File: config.mk
export PLATFORM = sky130hd
export DESIGN_NAME = io_sequencer_flat
export DESIGN_NICKNAME = d
export VERILOG_FILES = /design/src/rtl/io_sequencer_if.sv /design/src/rtl/io_sequencer.sv /design/src/flat_wrapper.sv
export SDC_FILE = /design/constraint.sdc
export NUM_CORES = 1
export LEC_CHECK = 0
export CAP_MARGIN = 20
export CORE_MARGIN = 4
export CORE_UTILIZATION = 54
export CTS_CLUSTER_DIAMETER = 30
export DETAILED_ROUTE_END_ITERATION = 12
export DONT_BUFFER_PORTS = 1
export HOLD_SLACK_MARGIN = 0.15
export PLACE_DENSITY = 0.84
export SYNTH_ARGS = -nofsm -noshare
export SYNTH_HDL_FRONTEND = slang
export SYNTH_SLANG_ARGS = --single-unit
File: constraint.sdc
create_clock -name clk -period 1.4 [get_ports clk]
set_input_delay 0.14 -clock clk [delete_from_list [all_inputs] [get_ports clk]]
set_output_delay 0.14 -clock clk [all_outputs]
set_load 0.005 [all_outputs]
File: src/rtl/io_sequencer_if.sv
// Bundle of CPU-side request signals and external port handshakes for io_sequencer.
// The sequencer connects through the master modport. The CPU and the port models connect through the slave modport.
interface io_sequencer_if;
  logic        in_req;
  logic        out_req;
  logic [15:0] out_wdata;
  logic        stall;
  logic        done;
  logic [15:0] in_rdata;
  logic [15:0] ext_in_data;
  logic        ext_in_valid;
  logic        ext_in_ready;
  logic [15:0] ext_out_data;
  logic        ext_out_valid;
  logic        ext_out_ready;
  logic        io_err;

  modport master (
    input  in_req, out_req, out_wdata, ext_in_data, ext_in_valid, ext_out_ready,
    output stall, done, in_rdata, ext_in_ready, ext_out_data, ext_out_valid, io_err
  );

  modport slave (
    output in_req, out_req, out_wdata, ext_in_data, ext_in_valid, ext_out_ready,
    input  stall, done, in_rdata, ext_in_ready, ext_out_data, ext_out_valid, io_err
  );
endinterface

File: src/rtl/io_sequencer.sv
// Multi-cycle IN/OUT sequencer. It stalls the pipeline while it handshakes with the switch and display ports.
// Optional wait timeout: define IO_SEQUENCER_TIMEOUT_EN.
module io_sequencer #(
  parameter int unsigned TIMEOUT = 1023
) (
  input  logic          clk,
  input  logic          reset,
  io_sequencer_if.master bus
);

  if (TIMEOUT < 1 || TIMEOUT > 65535) begin : g_bad_timeout
    $error("io_sequencer: TIMEOUT must be in 1..65535");
  end

  typedef enum logic [1:0] {
    IDLE     = 2'd0,
    IN_WAIT  = 2'd1,
    OUT_WAIT = 2'd2,
    DONE     = 2'd3
  } state_e;

  state_e      state_q, state_d;
  logic [15:0] in_rdata_q, in_rdata_d;
  logic [15:0] out_data_q, out_data_d;
  logic        io_err_q, io_err_d;
  logic        timeout_hit;

`ifdef IO_SEQUENCER_TIMEOUT_EN
  localparam logic [15:0] TIMEOUT_W = 16'(TIMEOUT);
  logic [15:0] wait_cnt_q, wait_cnt_d;
  assign timeout_hit = (wait_cnt_q == TIMEOUT_W);
`else
  assign timeout_hit = 1'b0;
`endif

  always_comb begin
    // NOTE: every _d signal starts from its held value so that no path leaves it unassigned, which would infer a latch.
    state_d    = state_q;
    in_rdata_d = in_rdata_q;
    out_data_d = out_data_q;
    io_err_d   = io_err_q;
`ifdef IO_SEQUENCER_TIMEOUT_EN
    wait_cnt_d = wait_cnt_q;
`endif
    unique case (state_q)
      IDLE: begin
`ifdef IO_SEQUENCER_TIMEOUT_EN
        wait_cnt_d = '0;
`endif
        // OUT wins a simultaneous request. The IN request is dropped, not queued.
        if (bus.out_req) begin
          out_data_d = bus.out_wdata;
          state_d    = OUT_WAIT;
        end else if (bus.in_req) begin
          state_d = IN_WAIT;
        end
      end
      IN_WAIT: begin
`ifdef IO_SEQUENCER_TIMEOUT_EN
        wait_cnt_d = wait_cnt_q + 16'd1;
`endif
        if (bus.ext_in_valid) begin
          in_rdata_d = bus.ext_in_data;
          state_d    = DONE;
        end else if (timeout_hit) begin
          in_rdata_d = 16'h0000;
          io_err_d   = 1'b1;
          state_d    = DONE;
        end
      end
      OUT_WAIT: begin
`ifdef IO_SEQUENCER_TIMEOUT_EN
        wait_cnt_d = wait_cnt_q + 16'd1;
`endif
        if (bus.ext_out_ready) begin
          state_d = DONE;
        end else if (timeout_hit) begin
          io_err_d = 1'b1;
          state_d  = DONE;
        end
      end
      DONE: state_d = IDLE;
      default: state_d = IDLE;
    endcase
  end

  always_ff @(posedge clk) begin
    // NOTE: state flops use non-blocking assignments so that every flop samples values from before the edge.
    if (reset) begin
      state_q    <= IDLE;
      in_rdata_q <= '0;
      out_data_q <= '0;
      io_err_q   <= 1'b0;
`ifdef IO_SEQUENCER_TIMEOUT_EN
      wait_cnt_q <= '0;
`endif
    end else begin
      state_q    <= state_d;
      in_rdata_q <= in_rdata_d;
      out_data_q <= out_data_d;
      io_err_q   <= io_err_d;
`ifdef IO_SEQUENCER_TIMEOUT_EN
      wait_cnt_q <= wait_cnt_d;
`endif
    end
  end

  // The port handshake outputs come only from state, so there is no combinational loop through the ext_* inputs.
  assign bus.ext_in_ready  = (state_q == IN_WAIT);
  assign bus.ext_out_valid = (state_q == OUT_WAIT);
  assign bus.done          = (state_q == DONE);
  assign bus.stall         = ((state_q == IDLE) && (bus.in_req || bus.out_req))
                           || (state_q == IN_WAIT) || (state_q == OUT_WAIT);
  assign bus.in_rdata      = in_rdata_q;
  assign bus.ext_out_data  = out_data_q;
  assign bus.io_err        = io_err_q;

endmodule

File: src/flat_wrapper.sv
// flat-port wrapper written by rule: the top's interface ports become plain ports
module io_sequencer_flat 
#(
  parameter int unsigned TIMEOUT = 1023
)
  (clk, reset, bus_in_req, bus_out_req, bus_out_wdata, bus_ext_in_data, bus_ext_in_valid, bus_ext_out_ready, bus_stall, bus_done, bus_in_rdata, bus_ext_in_ready, bus_ext_out_data, bus_ext_out_valid, bus_io_err);
  io_sequencer_if bus_i ();
  input  logic clk;
  input  logic reset;
  input wire logic [$bits(bus_i.in_req)-1:0] bus_in_req;
  input wire logic [$bits(bus_i.out_req)-1:0] bus_out_req;
  input wire logic [$bits(bus_i.out_wdata)-1:0] bus_out_wdata;
  input wire logic [$bits(bus_i.ext_in_data)-1:0] bus_ext_in_data;
  input wire logic [$bits(bus_i.ext_in_valid)-1:0] bus_ext_in_valid;
  input wire logic [$bits(bus_i.ext_out_ready)-1:0] bus_ext_out_ready;
  output wire logic [$bits(bus_i.stall)-1:0] bus_stall;
  output wire logic [$bits(bus_i.done)-1:0] bus_done;
  output wire logic [$bits(bus_i.in_rdata)-1:0] bus_in_rdata;
  output wire logic [$bits(bus_i.ext_in_ready)-1:0] bus_ext_in_ready;
  output wire logic [$bits(bus_i.ext_out_data)-1:0] bus_ext_out_data;
  output wire logic [$bits(bus_i.ext_out_valid)-1:0] bus_ext_out_valid;
  output wire logic [$bits(bus_i.io_err)-1:0] bus_io_err;
  assign bus_i.in_req = bus_in_req;
  assign bus_i.out_req = bus_out_req;
  assign bus_i.out_wdata = bus_out_wdata;
  assign bus_i.ext_in_data = bus_ext_in_data;
  assign bus_i.ext_in_valid = bus_ext_in_valid;
  assign bus_i.ext_out_ready = bus_ext_out_ready;
  assign bus_stall = bus_i.stall;
  assign bus_done = bus_i.done;
  assign bus_in_rdata = bus_i.in_rdata;
  assign bus_ext_in_ready = bus_i.ext_in_ready;
  assign bus_ext_out_data = bus_i.ext_out_data;
  assign bus_ext_out_valid = bus_i.ext_out_valid;
  assign bus_io_err = bus_i.io_err;
  io_sequencer #(.TIMEOUT(TIMEOUT)) u_core (.clk(clk), .reset(reset), .bus(bus_i));
endmodule
# ---- Yosys cells after proc, flatten, opt, wreduce, memory -nomap -nowiden
# Index checks and enable logic that the tools add are counted.
dict set report totals {
  ff_bits 34
  inputBits 38
  out_inout_bits 37
  word_cells 22
}
dict set report op_classes {
  n_eq_ne 6
  mux 5
  n_reduce_logical 8
}
# cell n
set ops {}
lappend ops {{$mux W2} 4}
lappend ops {{$pmux W2 S4} 1}
lappend ops {{$eq A2 B2 Y1 const B} 2}
lappend ops {{$ne A2 B2 Y1 const B} 2}
lappend ops {{$reduce_and A2 Y1} 2}
lappend ops {{$logic_or A1 B1 Y1} 3}
lappend ops {{$ne A3 B3 Y1 const B} 1}
lappend ops {{$reduce_and A3 Y1} 1}
lappend ops {{$eq A2 B1 Y1 const B} 1}
lappend ops {{$logic_not A2 Y1} 1}
lappend ops {{$logic_and A1 B1 Y1} 1}

# ---- Longest topological paths before layout
dict set report depth {
  ltp_word 4
  depth_mapped 7
  depth_no_buf 5
}

# ---- Least setup slack after synthesis
# Ideal clock, no wire load.
dict set report synth_timing {
  path_kind {register to register}
  from {register u_core.state_q[1]}
  to {register u_core.state_q[1]}
  setup_time_ns 0.121
  arrival_time_ns 1.357
  required_time_ns 1.279
  path_slack_ns -0.079
  path_stages_with_launch 6
  path_buffers 0
  period_less_slack_ns 1.479
  path_cell_list {dfxtp_1 > inv_1 > ha_1 > nor2b_1 > a221o_1 > mux2_4}
}
dict set report synth_between {
  elab_chain_cells 3
  elab_cells_between_ends 9
  cone_classes {6 x eq/ne; 1 x mux; 2 x reduce/logical}
}
# item line
set synth_lines {}
lappend synth_lines {{start, declared} io_sequencer.sv:22} ;# state_e state_q, state_d;
lappend synth_lines {{start signal, assigned} io_sequencer.sv:98} ;# state_q <= state_d;
lappend synth_lines {{$eq A2 B1 Y1 (*)} --}
lappend synth_lines {{named net bus_ext_in_ready} flat_wrapper.sv:19} ;# output wire logic [$bits(bus_i.ext_in_ready)-1:0] bus_ext_in_ready;
lappend synth_lines {{$ne A2 B2 Y1 (no line)} --}
lappend synth_lines {{$reduce_and A3 Y1 (no line)} --}
# The timed path passes the listed nets; every way through them passes the cells marked *.
# A chain may end at the register's enable or synchronous reset.

# ---- Worst setup path after layout
dict set report layout_timing {
  from {register u_core.state_q[0]}
  to {register u_core.state_q[1]}
}
dict set report layout_between {
  elab_chain_cells 3
  elab_cells_between_ends 9
  cone_classes {6 x eq/ne; 1 x mux; 2 x reduce/logical}
}
# item line
set layout_lines {}
lappend layout_lines {{$eq A2 B2 Y1, or another cell as far along} io_sequencer.sv:45} ;# unique case (state_q)
lappend layout_lines {{$ne A2 B2 Y1 (no line) or $ne A3 B3 Y1 (tied branches)} --}
lappend layout_lines {{$reduce_and A3 Y1 (no line)} --}
# Several ways; a longest one is shown, not always the timed one.

==> metrics <==
run status finished, violations left; violated checks negative setup slack; final design area excluding fillers ~0.0019 mm^2; Max Fanout on Critical Path 4; leakage 0.724 nW; Final setup viols 1; Setup Crit Path Kind register to register; die width 57.4 um; routed vias ~1,300; Clock Skew roughly 5.8 ps; final WL about 3900 um; Sink Count 34; critical path endpoint category register; maximum vdd ir drop ~0.0018 V; largest net degree at the start of global routing 37; Rows 17; TritonRoute pass-1 iters 4; Ports 75; Syn. warnings 0; Clock Path Buffers 2; RSZ-0062 raised after global routing yes; Final WS setup -10.3 ps; number of global-route vias before repair 1,300; Syn Nets 211; Startpoint Class register; Die Footprint between 0.003 and 0.004 mm^2; Mapped Area roughly 0.0013 mm^2; Power Dens Cells 1670 mW/mm^2; Critical Path RT about 1600 ps; post-synthesis cell count approximately 170; Min-Delay Endpoint u_core.bus.in_rdata[9]; Hold Vio Cnt, Final 0; Seq cells post-synth 34; core area 0.00228 mm^2; WL/cell ~17 um; Max H-tree Level 2; Nets 250; Worst R2R Setup Slack -10 ps; Post-DRT Antenna Nets 0; post-synthesis sequential area ratio 51.6%; first-iteration detailed-routing DRC count 86; port bufs 0; synthesized area per cell 7.86 um^2; vias per std cell approximately 5.4; FF+latch area slightly below 700 um^2; Initial Utilization a little under 60%; Area Growth Syn to Fin 42.2%; antenna violations before repair 0; total power around 3.1 mW; min-delay worst type input pin to register; Final min period about 1400 ps; commonest non-fill, non-tap cell in the layout nand2_1; Synth cell types 19; most frequent cells in the layout nand2_1 (66), dlygate4sd3_1 (34), a21oi_1 (33); multi-input logic area approximately 620 um^2; worst r2r path cells 4; share of the clock period used by the worst path 101%; DP Area 0.00138 mm^2; CTS tree done; Max Cap Viol 0; share of cells above drive strength 1 around 14%; Post-synth EDFFs 0; dpl hpwl about 2200 um; Placer Congestion 0.792; hold path depth 3; Top FF cell, synth dfxtp_1; CTS Buf Count 5; Root Buffer clkbuf_4; Remaining DRCs 0; GRT overflow 0; asr flop ratio synth 0%; clock-pin slew on the worst setup and hold paths roughly 100 ps; worst skew pair latency 330 ps; die height roughly 57 um; Slew Viols, Final 0; fillers around 130; Total GRT Usage 23.7%; critical path data arrival time approximately 1600 ps; achievable frequency approximately 0.71 GHz; ant diodes 0; RR Startpoint u_core.state_q[0]; first-pass GRT wire length roughly 6000 um; end of the worst register-to-register path u_core.state_q[1]; hold_sp bus_ext_in_valid
[report_power, final]
part	internal (mW)	leakage (nW)	switching, mW
Sequential	1.15	0.279	0.142
Clock	0.307	0.0377	0.318
Combinational	0.597	0.408	0.622
Total	2.05	0.724	1.08
[per-stage QoR]
| step | hold slack (ps) | worst slack, ps | util (%) | TNS, ps | std cells |
|---|---|---|---|---|---|
| 5_1_grt | 169 | -40.1 | 82.5 | -87.2 | 236 |
| 3_3_place_gp | 212 | -4.93 | 60.7 | -4.93 | 189 |
| 3_5_place_dp | 214 | -119 | 60.7 | -1300 | 189 |
| 4_1_cts | 179 | -3.20 | 81.5 | -3.20 | 236 |
| 2_1_floorplan | 276 | 9.71 | - | 0 | 168 |
| 6_report | 173 | -10.3 | 82.5 | -10.3 | 236 |
[area by class of cell]
| cell class | instances | area share (%) |
|---|---|---|
| well taps | 28 | 1.87 |
| inverters | 3 | 0.733 |
| repair buffers | 43 | 23.9 |
| multi-input cells | 120 | 33.1 |
| clock buffers | 8 | 3.73 |
| flip-flops and latches | 34 | 36.7 |
[cell usage after synthesis (all sizes together), types with 2 or more instances]
cell	number	area, um^2
dfxtp	34	681
mux2i	2	20.0
nor2	4	15.0
o21ai	2	10.0
a21oi	33	165
ha	5	62.6
buf	5	25.0
inv	3	11.3
nand2	67	251
and2	2	12.5
clkbuf	6	25.0
[state kept, by name, indices dropped and copies added, names as in the netlist]
name / flops
u_core.state_q: 2
u_core.bus.ext_out_data: 16
u_core.bus.in_rdata: 16
[what timing repair did]
item,in CTS,in global routing
gates resized for setup,4,8
pin swaps,1,2
hold buffers,35,0
hold endpoints to repair,34,0
endpoints found under the setup margin,34,18
buffers inserted,4,0
[cell families after synthesis]
family / Yosys count / share of synthesized area, %
other: 1 / 0.284
muxes: 3 / 2.65
and+or+nand+nor: 75 / 22.1
adders and majority gates: 5 / 4.74
AOI/OAI and AO/OA: 36 / 14.0
buffers and inverters: 14 / 4.64
DFF: 34 / 51.6
[per-layer routing]
metal | global-route usage, % | vias to the layer above | wire [um]
li1 | - | 613 | -
met5 | 0 | - | 0
met2 | 42.7 | 69 | 2030
met1 | 24.4 | 565 | 1430
met4 | 9.93 | 0 | 122
met3 | 8.82 | 16 | 328
[critical path, cell delays in order (launching register included)]
cell and delay (ps):
dfxtp_4 380, inv_2 50, ha_2 200, a221o_1 370, mux2_4 310
[worst max-delay path by stage]
stage	from	end	slack, ps	cells past startpoint
final	u_core.state_q[0]	u_core.state_q[1]	-10	4
after floorplan	u_core.state_q[0]	u_core.state_q[1]	10	4
after CTS	u_core.state_q[1]	u_core.state_q[1]	-3	5
after detailed placement	u_core.state_q[1]	u_core.bus.in_rdata[10]	-120	6
after global placement	u_core.state_q[0]	u_core.state_q[1]	-5	4
after global routing	u_core.state_q[0]	bus_stall	-40	5
No activity file was read; power rests on OpenSTA's default activity.
